--- config.mk ---
export PLATFORM = sky130hd
export DESIGN_NAME = icache_direct
export DESIGN_NICKNAME = d
export VERILOG_FILES = /design/src/rtl/icache_direct.sv
export SDC_FILE = /design/constraint.sdc
export NUM_CORES = 2
export LEC_CHECK = 0
export BUFFER_PORTS_ARGS = -buffer_cell sky130_fd_sc_hd__buf_4
export CORE_AREA = 2 2 491 493
export DETAILED_ROUTE_END_ITERATION = 8
export DIE_AREA = 0 0 493 495
export GPL_ROUTABILITY_DRIVEN = 0
export PLACE_DENSITY = 0.82
export SYNTH_ARGS = -nofsm -noshare
export SYNTH_HDL_FRONTEND = slang
export SYNTH_SLANG_ARGS = --single-unit
--- constraint.sdc ---
create_clock -name clk -period 6 [get_ports clk]
set_input_delay 0.3 -clock clk [delete_from_list [all_inputs] [get_ports clk]]
set_output_delay 0.3 -clock clk [all_outputs]
set_load 0.01 [all_outputs]
--- src/rtl/icache_direct.sv ---
`default_nettype none
// ============================================================================
// Module   : icache_direct
// Purpose  : Direct-mapped instruction cache. It sits between the fetcher and
//            the instruction port of the memory controller. Each line holds
//            one 32-bit word. A hit returns the word one cycle after the
//            request. A miss fetches the word from memory, fills the line and
//            then returns the word.
// Ports    : clk, rst            - clock, synchronous active-high reset
//            rdy                 - global ready; low freezes all state
//            in_fetch_req/pc     - fetch request (pc[1:0] ignored)
//            out_fetch_ready     - a request can be accepted this cycle
//            out_fetch_valid     - one-cycle pulse, out_fetch_instr is valid
//            out_fetch_instr     - returned instruction
//            out_mem_get_instr   - level request to the memory controller
//            out_mem_address     - word-aligned fetch address
//            in_mem_get_instr    - one-cycle pulse, in_mem_instr is valid
//            in_mem_instr        - word returned by memory
//            in_misbranch        - abandon the pending request
//            out_hit_count/out_miss_count (ICACHE_STATS_EN only)
// Options  : ICACHE_STATS_EN - adds the hit and miss counters
// Revision : 1.0 - initial release
// ============================================================================
module icache_direct #(
   parameter int INDEX_BITS = 6,
   parameter int TAG_BITS   = 30 - INDEX_BITS
) (
   input  logic        clk,
   input  logic        rst,
   input  logic        rdy,
   input  logic        in_fetch_req,
   input  logic [31:0] in_fetch_pc,
   output logic        out_fetch_ready,
   output logic        out_fetch_valid,
   output logic [31:0] out_fetch_instr,
   output logic        out_mem_get_instr,
   output logic [31:0] out_mem_address,
   input  logic        in_mem_get_instr,
   input  logic [31:0] in_mem_instr,
   input  logic        in_misbranch
`ifdef ICACHE_STATS_EN
   ,
   output logic [31:0] out_hit_count,
   output logic [31:0] out_miss_count
`endif
);

   localparam int c_lines = 1 << INDEX_BITS;

   typedef enum logic [0:0] {
      S_IDLE = 1'b0,
      S_MISS = 1'b1
   } state_t;

   state_t              r_state;
   logic [31:0]         r_pending_pc;
   logic                r_fetch_valid;
   logic [31:0]         r_fetch_instr;
   logic                r_mem_get_instr;
   logic [c_lines-1:0]  r_valid;
   logic [TAG_BITS-1:0] r_tag  [c_lines];
   logic [31:0]         r_data [c_lines];

   logic [INDEX_BITS-1:0] w_req_idx;
   logic [TAG_BITS-1:0]   w_req_tag;
   logic [INDEX_BITS-1:0] w_pend_idx;
   logic [TAG_BITS-1:0]   w_pend_tag;
   logic                  w_hit;
   logic                  w_accept;
   logic                  w_fill;
   logic [1:0]            w_unused_pc_bits;

   assign w_req_idx        = in_fetch_pc[INDEX_BITS+1:2];
   assign w_req_tag        = in_fetch_pc[31:INDEX_BITS+2];
   assign w_pend_idx       = r_pending_pc[INDEX_BITS+1:2];
   assign w_pend_tag       = r_pending_pc[31:INDEX_BITS+2];
   assign w_unused_pc_bits = in_fetch_pc[1:0] | r_pending_pc[1:0];

   // The tag is compared against the array combinationally in the accept
   // cycle, so a hit can be answered on the very next edge.
   assign w_hit    = r_valid[w_req_idx] && (r_tag[w_req_idx] == w_req_tag);
   assign w_accept = in_fetch_req && (r_state == S_IDLE) && !in_misbranch;
   // A fill is written even when it coincides with a misbranch. The address
   // is genuine, so the line is usable; only the forwarding is dropped.
   assign w_fill   = (r_state == S_MISS) && in_mem_get_instr;

   assign out_fetch_ready   = (r_state == S_IDLE);
   assign out_fetch_valid   = r_fetch_valid;
   assign out_fetch_instr   = r_fetch_instr;
   assign out_mem_get_instr = r_mem_get_instr;
   assign out_mem_address   = r_pending_pc;

   // Tag and data storage is not reset. The valid bits alone qualify it.
   always_ff @(posedge clk) begin
      if (!rst && rdy && w_fill) begin
         r_tag[w_pend_idx]  <= w_pend_tag;
         r_data[w_pend_idx] <= in_mem_instr;
      end
   end

   always_ff @(posedge clk) begin
      if (rst) begin
         r_state         <= S_IDLE;
         r_pending_pc    <= 32'd0;
         r_fetch_valid   <= 1'b0;
         r_fetch_instr   <= 32'd0;
         r_mem_get_instr <= 1'b0;
         r_valid         <= '0;
`ifdef ICACHE_STATS_EN
         out_hit_count   <= 32'd0;
         out_miss_count  <= 32'd0;
`endif
      end else if (rdy) begin
         r_fetch_valid <= 1'b0;
         case (r_state)
            S_IDLE: begin
               if (w_accept) begin
                  r_pending_pc <= {in_fetch_pc[31:2], 2'b00};
                  if (w_hit) begin
                     r_fetch_valid <= 1'b1;
                     r_fetch_instr <= r_data[w_req_idx];
                  end else begin
                     r_state         <= S_MISS;
                     r_mem_get_instr <= 1'b1;
                  end
               end
            end
            S_MISS: begin
               if (w_fill) begin
                  r_valid[w_pend_idx] <= 1'b1;
                  if (!in_misbranch) begin
                     r_fetch_valid <= 1'b1;
                     r_fetch_instr <= in_mem_instr;
                  end
               end
               if (w_fill || in_misbranch) begin
                  r_state         <= S_IDLE;
                  r_mem_get_instr <= 1'b0;
               end
            end
            default: begin
               r_state         <= S_IDLE;
               r_mem_get_instr <= 1'b0;
            end
         endcase
`ifdef ICACHE_STATS_EN
         // A miss is counted when it is accepted, so a miss that is later
         // abandoned by a misbranch still shows up in the count.
         if (w_accept && w_hit)
            out_hit_count <= out_hit_count + 32'd1;
         if (w_accept && !w_hit)
            out_miss_count <= out_miss_count + 32'd1;
`endif
      end
   end

endmodule
`default_nettype wire
==> metrics.txt <==
final worst path period need=5.47 ns; Placeable Area=0.239 mm²; Ys Warns=0; Tcrit/Tclk final=91.2%; Crit path arrival time=6.31 ns; mean post-synth cell area=22.4 µm²; setup violators final=0; failing checks=design-rule violations; vias per std cell=7.63; row cnt=180; critical path endpoint category=flop; Setup Skew=0.0865 ns; final hold violations=0; aggregate global routing overflow=0; top-count cell post-synth=edfxtp_1; Critical Path Start Type=flop; wire length per cell=43.7 µm; Seq/Total Area, Yosys=77.2%; Hold Slack=0.160 ns; R2R cell count=12; Area growth syn-to-layout=13.1%; Post-CTS Setup Repair Bufs=0; placed cell area=0.149 mm²; cell count along the critical path=12; clk_lat worst skew=0.99 ns; Final ANT Viol Nets=0; root buf cell=clkbuf_16; top post-synthesis cells by count=edfxtp_1 (3,584), mux4_2 (940), mux2i_1 (326); P_leak=49.0 nW; IO Port Bufs=132; RSZ-0062 raised after global routing=false; accumulated negative setup slack=0 ns; GRT Util Overall=36.9%; Achievable Freq=183 MHz; WHS Path Cells=5; first-pass GRT wire length=615 mm; initial antenna violation count=12; Max FO, Critical Path=2; Post-Syn Instances=6,378; synthesized area=0.143 mm²; post-detail-place hpwl=217 mm; top_reg_cell synth=edfxtp_1; Max-slew headroom=1.43%; slowest stage cell, crit path=a2111oi_0; post-synth top area cell=edfxtp_1; worst slack at placement=0.770 ns; # nets final=6,895; post-synth top area share=75.4%; CTS sink count=3,713; final WL=449 mm; CP Cell Sequence=mux4_2 > nor2b_1 > a2111oi_0 > nor4_1 > o22ai_1 > xnor2_1 > nor4_1 > nand4b_1 > a31oi_1 > dlygate4sd3_1 > nor3_1 > dlygate4sd3_1; Die ar.=0.244 mm²; Async SR Flop Fraction=0%; Area contributors post-synth=edfxtp_1 (75%), mux4_2 (15%), mux2i_1 (2.3%); fillcell total=13,500; Slew @ Worst Pin=1.48 ns; htree depth=5; die height=495 µm; status=complete, but fails checks; first-pass iteration count of the detailed router=9; pwr dens=333 mW/mm²; cell family with most CP delay=compound AO/OA/AOI/OAI gates; #FFs+latches synth=3,713; Max-Cap Viols=0; DRC violations left=18; Final Instance Area=0.161 mm²; WP data required=6.84 ns; Yosys cell types=73; Worst-path clk slew=0.07 ns; final-report max-slew violation count=0; Post-synth EDFFs=3,584; vias in the first global route=77,700; die width=493 µm; largest net degree at the start of global routing=136; clock buffer depth=4; CTS buffer count=364; crit path buf inv count=2; Hold Crit Class=primary input to flop; Initial Util=59.7%; slowest stage delay, CP=0.82 ns; Setup CP Type=flop to flop; initial drt markers=15,100; vias=78,500; fraction of layout cells with a size suffix above 1=28.1%; CTS tree=built; VDD IR-drop max=424 µV; Setup WS post-layout=0.530 ns; # IOs=137
-- placed cells by master (no fill, tap or decap), drive strengths merged, types with 6 or more instances in the layout --
cell type    instances
a22oi              129
nand2              143
inv                 82
and3                 8
o21ai               26
mux2                24
nor2b               26
nor4                16
mux4               940
edfxtp            3584
nand3               57
nor2               143
mux2i              326
a211oi              46
nand3b               6
xnor2               13
a221oi               9
diode                7
xor2                 7
clkinvlp            24
bufinv              37
and2                 9
nand4               16
clkinv             134
dlygate4sd3         63
dfxtp              129
o211ai               7
buf                372
nor3                20
o22ai              108
a31oi               12
a21oi               65
nand2b              12
clkbuf             440
-- final timing paths --
kind | end | slack (ns) | start
max | out_mem_get_instr | 0.53 | r_tag[37][3]
min | out_fetch_instr[2] | 0.16 | in_misbranch
max reg2reg | out_mem_get_instr | 0.53 | r_tag[37][3]
min reg2reg | r_valid[24] | 0.47 | r_valid[24]
-- sequential cells by signal (all words and copies together), names as in the netlist --
register           flops
out_fetch_instr       32
r_state                1
r_tag               1536
r_valid               64
out_mem_get_instr      1
r_data              2048
out_fetch_valid        1
out_mem_address       30
-- metrics by stage --
stage | std cells | util (%) | power [mW]
floorplan | 6379 | - | 30.3
global placement | 9581 | 62.4 | 31.0
detailed placement | 9581 | 62.4 | 31.1
CTS | 10300 | 67.5 | 53.6
global route | 10300 | 67.5 | 54.6
finish | 10300 | 67.5 | 53.7
-- layout make-up --
type,count,area (µm²),share of cell area (%)
repair buffers,435,4480,2.77
well taps,3185,3990,2.47
diodes,7,17.5,0.0109
clock inverters,201,1960,1.21
inverters,76,295,0.183
clock buffers,440,9640,5.97
flip-flops and latches,3713,110000,68.3
multi-input cells,2235,30800,19.1
-- worst min-delay path, delay by kind of cell --
kind | cells | cell delay, ns
compound gates | 2 | 0.20
simple gates | 1 | 0.12
buf+inv | 2 | 0.42
-- what timing repair did --
item                      4_1_cts  5_1_grt
resized for setup               0        0
hold buffers                   63        0
hold endpoints to repair     2141        0
-- cell families after synthesis --
family                    after synthesis  synth area share, %
AOI/OAI and AO/OA                     440                 2.17
other                                   1              0.00263
xor gates and xnor gates               20                0.123
and+or+nand+nor                       483                 1.62
muxes                                1290                 17.3
buffers and inverters                 431                 1.53
DFF                                  3713                 77.2
-- per-layer routing --
layer | vias up | global-route usage [%] | share of wire [%]
met1 | 39700 | 45.9 | 30
met3 | 2227 | 11.7 | 16
met2 | 8762 | 56.5 | 46
li1 | 27800 | - | -
met4 | 18 | 23.9 | 8.3
met5 | - | 0.372 | 0.051
-- where the power goes --
group	switching, mW	leakage (nW)	internal (mW)
logic	1.40	11.8	0.917
registers	0.0932	31.5	28.3
clock network	9.93	5.64	13.0
(Power assumes the default switching activity.)
